## config.mk

```make
export PLATFORM = sky130hd
export DESIGN_NAME = input_port_scanner_flat
export DESIGN_NICKNAME = d
export VERILOG_FILES = /design/src/rtl/input_port_scanner_if.sv /design/src/rtl/input_port_scanner.sv /design/src/flat_wrapper.sv
export SDC_FILE = /design/constraint.sdc
export NUM_CORES = 1
export LEC_CHECK = 0
export ABC_AREA = 1
export CORE_MARGIN = 1.5
export CORE_UTILIZATION = 30
export DETAILED_ROUTE_END_ITERATION = 10
export HOLD_SLACK_MARGIN = 0.1
export PLACE_DENSITY = 0.6
export SLEW_MARGIN = 25
export SYNTH_ARGS = -nofsm -noshare
export SYNTH_HDL_FRONTEND = slang
export SYNTH_SLANG_ARGS = --single-unit
```

## constraint.sdc

```tcl
create_clock -name clk -period 2.15 [get_ports clk]
set_clock_uncertainty 0.1 [all_clocks]
set_input_delay 0.3225 -clock clk [delete_from_list [all_inputs] [get_ports clk]]
set_output_delay 0.3225 -clock clk [all_outputs]
set_load 0.005 [all_outputs]
```

## src/rtl/input_port_scanner_if.sv

```systemverilog
// Pin-event handshake between the input port scanner (master) and the CPU core (slave).
interface input_port_scanner_if;
   logic       evt_valid;
   logic [1:0] evt_pin;
   logic       evt_level;
   logic       evt_ack;

   modport master (output evt_valid, output evt_pin, output evt_level, input evt_ack);
   modport slave  (input evt_valid, input evt_pin, input evt_level, output evt_ack);
endinterface

```

## src/rtl/input_port_scanner.sv

```systemverilog
// Synchronises pins D4..D7, queues level changes as pending flags and presents them round-robin.
// Optional build macro DEBOUNCE_EN adds a per-pin hold-time filter of DEB_CYCLES cycles.
module input_port_scanner #(
   parameter int DEB_CYCLES = 4,
   parameter int DEB_W      = 4
) (
   input  logic                  clk,
   input  logic                  rst,
   input  logic [3:0]            pin_d,
   input_port_scanner_if.master  evt_if,
   output logic [3:0]            pin_level,
   output logic                  irq
);

   typedef enum logic {IDLE, PRESENT} state_e;

   if (DEB_CYCLES < 1 || DEB_CYCLES > 15 || DEB_CYCLES >= (1 << DEB_W)) begin : g_deb_range
      $error("input_port_scanner: DEB_CYCLES out of range for DEB_W");
   end

   state_e     state_q, state_d;
   logic [3:0] sync1_q, sync1_d;
   logic [3:0] sync2_q, sync2_d;
   logic [3:0] stable_q, stable_d;
   logic [3:0] pending_q, pending_d;
   logic [3:0] set_chg;
   logic [3:0] pend_clr;
   logic [1:0] last_grant_q, last_grant_d;
   logic [1:0] evt_pin_q, evt_pin_d;
   logic       evt_level_q, evt_level_d;
   logic [1:0] winner;
   logic       found;

   // Stage 1-2: two-flop synchroniser
   always_comb begin
      sync1_d = pin_d;
      sync2_d = sync1_q;
   end

   // Stage 3: change detect into the accepted level
`ifdef DEBOUNCE_EN
   logic [DEB_W-1:0] deb_cnt_q [4];
   logic [DEB_W-1:0] deb_cnt_d [4];

   always_comb begin
      stable_d = stable_q;
      set_chg  = '0;
      for (int i = 0; i < 4; i++) begin
         deb_cnt_d[i] = '0;
         if (sync2_q[i] != stable_q[i]) begin
            if (deb_cnt_q[i] == DEB_W'(DEB_CYCLES - 1)) begin
               stable_d[i] = sync2_q[i];
               set_chg[i]  = 1'b1;
            end else begin
               deb_cnt_d[i] = deb_cnt_q[i] + 1'b1;
            end
         end
      end
   end

   always_ff @(posedge clk) begin
      for (int i = 0; i < 4; i++) begin
         if (rst) deb_cnt_q[i] <= '0;
         else     deb_cnt_q[i] <= deb_cnt_d[i];
      end
   end
`else
   always_comb begin
      stable_d = sync2_q;
      set_chg  = sync2_q ^ stable_q;
   end
`endif

   // Round-robin search starting just after the last granted pin
   always_comb begin
      winner = last_grant_q;
      found  = 1'b0;
      for (int k = 1; k <= 4; k++) begin
         if (!found && pending_q[last_grant_q + 2'(k)]) begin
            winner = last_grant_q + 2'(k);
            found  = 1'b1;
         end
      end
   end

   // Stage 4: grant/ack FSM; a new change on the acked pin outranks the clear
   always_comb begin
      state_d      = state_q;
      evt_pin_d    = evt_pin_q;
      evt_level_d  = evt_level_q;
      last_grant_d = last_grant_q;
      pend_clr     = '0;
      case (state_q)
         IDLE: begin
            if (found) begin
               state_d     = PRESENT;
               evt_pin_d   = winner;
               evt_level_d = stable_q[winner];
            end
         end
         PRESENT: begin
            if (evt_if.evt_ack) begin
               state_d             = IDLE;
               pend_clr[evt_pin_q] = 1'b1;
               last_grant_d        = evt_pin_q;
            end
         end
      endcase
      pending_d = (pending_q & ~pend_clr) | set_chg;
   end

   always_ff @(posedge clk) begin
      if (rst) begin
         sync1_q      <= '0;
         sync2_q      <= '0;
         stable_q     <= '0;
         pending_q    <= '0;
         state_q      <= IDLE;
         last_grant_q <= 2'd3;
         evt_pin_q    <= '0;
         evt_level_q  <= 1'b0;
      end else begin
         sync1_q      <= sync1_d;
         sync2_q      <= sync2_d;
         stable_q     <= stable_d;
         pending_q    <= pending_d;
         state_q      <= state_d;
         last_grant_q <= last_grant_d;
         evt_pin_q    <= evt_pin_d;
         evt_level_q  <= evt_level_d;
      end
   end

   assign evt_if.evt_valid = (state_q == PRESENT);
   assign evt_if.evt_pin   = evt_pin_q;
   assign evt_if.evt_level = evt_level_q;
   assign pin_level        = stable_q;
   assign irq              = (|pending_q) | (state_q == PRESENT);

endmodule

```

## src/flat_wrapper.sv

```systemverilog
// flat-port wrapper written by rule: the top's interface ports become plain ports
module input_port_scanner_flat 
#(
   parameter int DEB_CYCLES = 4,
   parameter int DEB_W      = 4
)
  (clk, rst, pin_d, pin_level, irq, evt_if_evt_valid, evt_if_evt_pin, evt_if_evt_level, evt_if_evt_ack);
  input_port_scanner_if evt_if_i ();
  input  logic clk;
  input  logic rst;
  input  logic [3:0] pin_d;
  output logic [3:0] pin_level;
  output logic irq;
  output wire logic [$bits(evt_if_i.evt_valid)-1:0] evt_if_evt_valid;
  output wire logic [$bits(evt_if_i.evt_pin)-1:0] evt_if_evt_pin;
  output wire logic [$bits(evt_if_i.evt_level)-1:0] evt_if_evt_level;
  input wire logic [$bits(evt_if_i.evt_ack)-1:0] evt_if_evt_ack;
  assign evt_if_evt_valid = evt_if_i.evt_valid;
  assign evt_if_evt_pin = evt_if_i.evt_pin;
  assign evt_if_evt_level = evt_if_i.evt_level;
  assign evt_if_i.evt_ack = evt_if_evt_ack;
  input_port_scanner #(.DEB_CYCLES(DEB_CYCLES), .DEB_W(DEB_W)) u_core (.clk(clk), .rst(rst), .pin_d(pin_d), .evt_if(evt_if_i), .pin_level(pin_level), .irq(irq));
endmodule
```

==> impl_metrics.csv, run 1 <==
group,metric,value,unit
status,status,"finished, final reports clean",
setup_path,startpoint,"u_core.pending_q[0]",
timing,slew_viol_final,0,
synth,yosysMostFrequentCell,"nand2_1",
synth,yosysSeqAreaShare,0.424,
synth,synth.distinct_cells,21,
place,place_ws,0.416,ns
timing,setup_tns,0,ns
global_routing,grt_max_degree,13,
clock_network,ctsHtreeMaxLevel,1,
floorplanning,dieArea,3820,sq um
timing,whs,0.309,ns
timing,post-route-period-util,0.956,
final_layout,layoutNonFillerInstCount,201,
hold_path,hold_start,"u_core.sync1_q[1]",
clock_network,cts_setup_buffers,0,
floorplanning,core,3340,sq um
final_layout,insertedDiodeCount,0,
place,dp_cells,197,
setup_path,worstPathArrival,1.63,ns
clock_network,cts_tree,"built",
final_layout,final_nets,163,
clock_network,cts_hold_buf,0,
floorplanning,io_pins,16,
synth,synth_top_area_cell,"dfxtp_1",
setup_path,reg2reg_depth,14,
timing,final-hold-violation-count,0,
global_routing,grt_use_total,0.118,
global_routing,grt_pass1_wl,3.45,mm
final_layout,drive_gt1_frac,0.174,
synth,synth.top_cells.by_count,"nand2_1 (23), dfxtp_1 (22), inv_1 (19), nor2_1 (16)",
setup_path,rr_startpoint,"u_core.last_grant_q[0]",
timing,finalCriticalPeriod,2.05,ns
final_layout,fillers,367,
timing,worstMarginPinSlew,0.406,ns
floorplanning,dieHeight,61.8,um
global_routing,grt_pass1_vias,873,
clock_network,cts-root-buf,"clkbuf_4",
place,portBuffers,15,
floorplanning,start_util,0.311,
setup_path,start_kind,"register",
timing,fmax,0.487,GHz
place,detailed_place_hpwl,1.50,mm
routing,routedWlPerCell,9.13,um
timing,rsz0062_at_grt,"no",
hold_path,hold_depth,2,
global_routing,overflow,0,
timing,setup_ws,0.0952,ns
routing,first_pass_iters,4,
timing,slew_headroom,0.729,
final_layout,fin_util,0.381,
synth,syn_inst,137,
synth,synth_area,1040,sq um
clock_network,cts_resized,0,
clock_network,clk_latency,0.30,ns
routing,via_per_inst,4.40,
synth,ys_ff_latch,22,
setup_path,required,1.73,ns
clock_network,clock_path_buffers,2,
synth,syn_nets,144,
routing,vias,885,
synth,synthTopCellsByArea,"dfxtp_1 (42%), nand2_1 (8.3%), nand2_2 (7.2%), inv_1 (6.9%), nand3_1 (5.8%)",
timing,setup_violations,0,
pwr,power.density,728,nW/um^2
global_routing,antenna_found_initial,0,
setup_path,cp_max_fo,4,
pwr,p_leak,0.560,nW
synth,synth_top_area_frac,0.424,
synth,synth_edf_count,0,
synth,yosysWarnings,0,
floorplanning,die_x,61.8,um
hold_path,holdCritPathClass,"reg2reg",
routing,drt-total-wl,1.84,mm
clock_network,clock-sinks,22,
synth,async_flop_share,0,
clock_network,numCtsBuffers,3,
pwr,irDropWorstVdd,0.000463,V
clock_network,clk_pin_slew,0.11,ns
routing,final_antenna_net_count,0,
routing,drc,0,
place,gp_congestion,0.824,
synth,synth-main-ff-cell,"dfxtp_1",
setup_path,critPathKind,"reg2out",
routing,drtIter0Drc,23,
final_layout,area_delta_synth_final,22.4,%
synth,syn_avg_cell_area,7.58,sq um
setup_path,crit_path_end_kind,"output port",
flow_run,maxCapViolCount,0,
floorplanning,rows,21,
[stage by stage]
stage / area, sq um / total power [mW]
floorplan: 1040 / 0.643
global placement: 1230 / 0.718
detailed placement: 1230 / 0.723
CTS: 1270 / 0.942
global route: 1270 / 0.998
finish: 1270 / 0.925
[layout by cell type, fill, tap and decap left out]
cell type        instances
xnor2_1                  4
nand3_1                 12
clkbuf_8                 1
nand2_1                 23
inv_1                   19
nor4_1                   1
nand3_2                  2
o21ai_1                  1
a21oi_1                  7
inv_2                    1
inv_4                    1
nand2_4                  4
clkdlybuf4s50_1         15
o21ai_0                  3
nor2_1                  16
nand4_1                  1
o211ai_1                 3
dfxtp_1                 22
buf_4                    2
nand2_2                 12
clkbuf_4                 3
o31ai_1                  1
inv_8                    1
[final timing paths]
kind	to	slack (ns)
hold / removal	u_core.stable_d[1]	0.31
setup reg to reg	u_core.evt_if.evt_level	0.42
hold reg to reg	u_core.stable_d[1]	0.31
setup / recovery	irq	0.1
[sequential cells by signal (all words and copies together), names as in the netlist]
register and cells:
u_core.last_grant_q 2, u_core.sync1_q 4, u_core.pin_level 4, u_core.evt_if.evt_valid 1, u_core.evt_if.evt_pin 2, u_core.evt_if.evt_level 1, u_core.stable_d 4, u_core.pending_q 4
[cell type report]
class / instances / area, sq um / share of cell area
multi-input cells: 90 / 479 / 0.377
repair buffers: 17 / 165 / 0.130
well taps: 46 / 57.6 / 0.0453
clock buffers: 4 / 36.3 / 0.0285
inverters: 22 / 92.6 / 0.0728
flip-flops and latches: 22 / 440 / 0.346
[power breakdown]
| part | switching, mW | internal (mW) |
|---|---|---|
| clock | 0.112 | 0.103 |
| sequential | 0.0325 | 0.440 |
| combinational | 0.130 | 0.109 |
[critical path, cell delays in order (launching register included)]
cell and delay [ns]:
dfxtp_1 0.36, nor4_1 0.39, nand2_1 0.12, clkdlybuf4s50_1 0.47
[cells by family (layout without fill, tap and decap cells)]
logic type             count (synthesis)  in the layout  synth area share
AND/OR/NAND/NOR                       71             71             0.346
buffers and inverters                 25             43             0.114
XOR/XNOR                               4              4            0.0337
flip-flops                            22             22             0.424
AO/OA/AOI/OAI                         15             15            0.0819
[per-layer routing]
layer	routed length (um)	vias to the layer above	track usage
met1	831	408	0.145
met5	0	-	0
met3	37	4	0.0124
li1	-	462	-
met2	940	11	0.211
met4	26	0	0.0486
Power figures use the tool's default switching activity.
==> run 2: changes to the inputs <==
--- a/config.mk
+++ b/config.mk
@@ -10,7 +10,7 @@
 export CORE_UTILIZATION = 30
 export DETAILED_ROUTE_END_ITERATION = 10
 export HOLD_SLACK_MARGIN = 0.1
-export PLACE_DENSITY = 0.6
+export PLACE_DENSITY = 0.61
 export SLEW_MARGIN = 25
 export SYNTH_ARGS = -nofsm -noshare
 export SYNTH_HDL_FRONTEND = slang
==> constraint.sdc (replaced) <==
create_clock -name clk -period 1.7 [get_ports clk]
set_clock_uncertainty 0.1 [all_clocks]
set_input_delay 0.255 -clock clk [delete_from_list [all_inputs] [get_ports clk]]
set_output_delay 0.255 -clock clk [all_outputs]
set_load 0.01 [all_outputs]
==> impl_metrics.csv, run 2 (synthesis results as in run 1) <==
group,metric,value,unit
place,detailed_place_hpwl,1.54,mm
pwr,power.switching,0.379,mW
floorplanning,rows,21,
pwr,p_leak,0.605,nW
clock_network,clk_latency,0.30,ns
setup_path,cp_num_buf_inv,1,
clock_network,ctsHtreeMaxLevel,1,
place,gp_congestion,0.866,
final_layout,layoutNonFillerInstCount,206,
final_layout,fin_util,0.406,
timing,worstMarginPinSlew,0.427,ns
setup_path,critPathKind,"reg2out",
flow_run,maxCapViolCount,0,
pwr,irDropWorstVdd,0.000406,V
clock_network,cts_tree,"built",
global_routing,grt_pass1_wl,3.50,mm
global_routing,grt_pass1_vias,853,
timing,fmax,0.617,GHz
place,portBuffers,15,
pwr,seqPwrFrac,0.492,
routing,drtIter0Drc,27,
timing,setup_violations,0,
floorplanning,start_util,0.311,
place,dp_cells,200,
routing,final_antenna_net_count,0,
clock_network,numCtsBuffers,3,
routing,drc,0,
setup_path,worstPathArrival,1.27,ns
timing,post-route-period-util,0.953,
timing,slew_viol_final,0,
setup_path,start_kind,"register",
clock_network,clock_path_buffers,2,
floorplanning,dieArea,3820,sq um
clock_network,clk_pin_slew,0.11,ns
setup_path,cp_max_fo,3,
pwr,switching_share,0.310,
setup_path,path_delay_family,"buffers and inverters",
final_layout,drive_gt1_frac,0.281,
global_routing,grt_max_degree,13,
setup_path,critPathMaxStageDelay,0.56,ns
pwr,power.density,902,nW/um^2
pwr,power_frac_comb,0.283,
floorplanning,dieHeight,61.8,um
setup_path,critPathSlowestCell,"clkdlybuf4s50_1",
global_routing,antenna_found_initial,0,
floorplanning,io_pins,16,
hold_path,holdCritPathClass,"reg2reg",
setup_path,crit_path_end_kind,"output port",
global_routing,grt_use_total,0.122,
routing,drt-total-wl,2.04,mm
timing,rsz0062_at_grt,"yes",
pwr,p_int,0.844,mW
timing,finalCriticalPeriod,1.62,ns
final_layout,insertedDiodeCount,0,
routing,via_per_inst,4.50,
routing,routedWlPerCell,9.92,um
floorplanning,core,3340,sq um
setup_path,crit_chain,"clkdlybuf4s50_1",
pwr,pwr-share-clk,0.226,
final_layout,layout_common_cells,"nand2_1 (20), inv_1 (19), nor2_1 (16), dfxtp_1 (15), clkdlybuf4s50_1 (14)",
timing,final-hold-violation-count,0,
routing,first_pass_iters,4,
final_layout,area_delta_synth_final,30.6,%
final_layout,seq_area,452,sq um
timing,slew_headroom,0.715,
status,status,"finished, final reports clean",
global_routing,overflow,0,
final_layout,final_nets,168,
floorplanning,die_x,61.8,um
setup_path,required,1.34,ns
final_layout,multi_input_area,517,sq um
clock_network,cts-root-buf,"clkbuf_4",
final_layout,mostFrequentLayoutCell,"nand2_1",
clock_network,clock-sinks,22,
routing,vias,927,
final_layout,fillers,356,
==> run 2: cell types whose count changed in the layout (fill, tap and decap cells not counted), moves of 2 or more <==
cell     previous run  this run
nand2_1            23        20
dfxtp_2             0         6
dfxtp_1            22        15
nand2_4             4         6
buf_4               2         6
==> run 2: per-layer routing <==
| layer | GRT usage | vias up | routed length [um] | share of wire |
|---|---|---|---|---|
| met4 | 0.0790 | 0 | 73 | 0.036 |
| met2 | 0.212 | 18 | 995 | 0.49 |
| li1 | - | 474 | - | - |
| met1 | 0.137 | 427 | 911 | 0.45 |
| met5 | 0 | - | 0 | 0 |
| met3 | 0.0207 | 8 | 63 | 0.031 |
==> run 2: through the flow <==
step | area [sq um] | setup TNS (ns) | worst slack, ns | power (mW) | hold slack [ns]
after global routing | 1360 | -0.0391 | -0.0391 | 1.31 | 0.335
after global placement | 1260 | 0 | 0.0839 | 0.925 | 0.290
after floorplan | 1040 | 0 | 0.256 | 0.822 | 0.262
after detailed placement | 1260 | 0 | 0.0550 | 0.932 | 0.293
after CTS | 1320 | 0 | 0.0185 | 1.22 | 0.309
final | 1360 | 0 | 0.0798 | 1.22 | 0.309
==> run 2: worst paths after layout <==
path	from	to	slack, ns	cells past startpoint
min reg2reg	u_core.sync1_q[3]	u_core.stable_d[3]	0.31	2
min	u_core.sync1_q[3]	u_core.stable_d[3]	0.31	2
max	u_core.pin_level[2]	pin_level[2]	0.08	1
max reg2reg	u_core.last_grant_q[0]	u_core.evt_if.evt_level	0.10	15
==> run 2: area by class of cell <==
cell class / count / share of cell area
repair buffers: 22 / 0.149
clock buffers: 4 / 0.0268
inverters: 22 / 0.0683
multi-input cells: 90 / 0.381
flip-flops and latches: 22 / 0.333
well taps: 46 / 0.0424
==> run 2: what timing repair did <==
item / CTS / global route
hold buffers: 0 / 0
endpoints found under the setup margin: 1 / 5
endpoints found under the hold margin: 0 / 0
cloned: 0 / 0
gates resized for setup: 6 / 14
pin swaps: 1 / 4
buffers inserted: 1 / 1
==> run 2: power by group through the flow <==
stage | Combinational (mW) | Sequential, mW | Clock, mW
5_1_grt | 0.384 | 0.607 | 0.318
6_report | 0.346 | 0.602 | 0.276
3_3_place_gp | 0.321 | 0.604 | 0
3_5_place_dp | 0.324 | 0.607 | 0
4_1_cts | 0.331 | 0.597 | 0.292
2_1_floorplan | 0.215 | 0.607 | 0
==> run 2: worst reg2reg max path, delay by kind of cell, from the launching register on <==
kind	cells	cell delay, ns
buffers and inverters	5	0.33
AND/OR/NAND/NOR	10	0.73
flip-flops	1	0.34
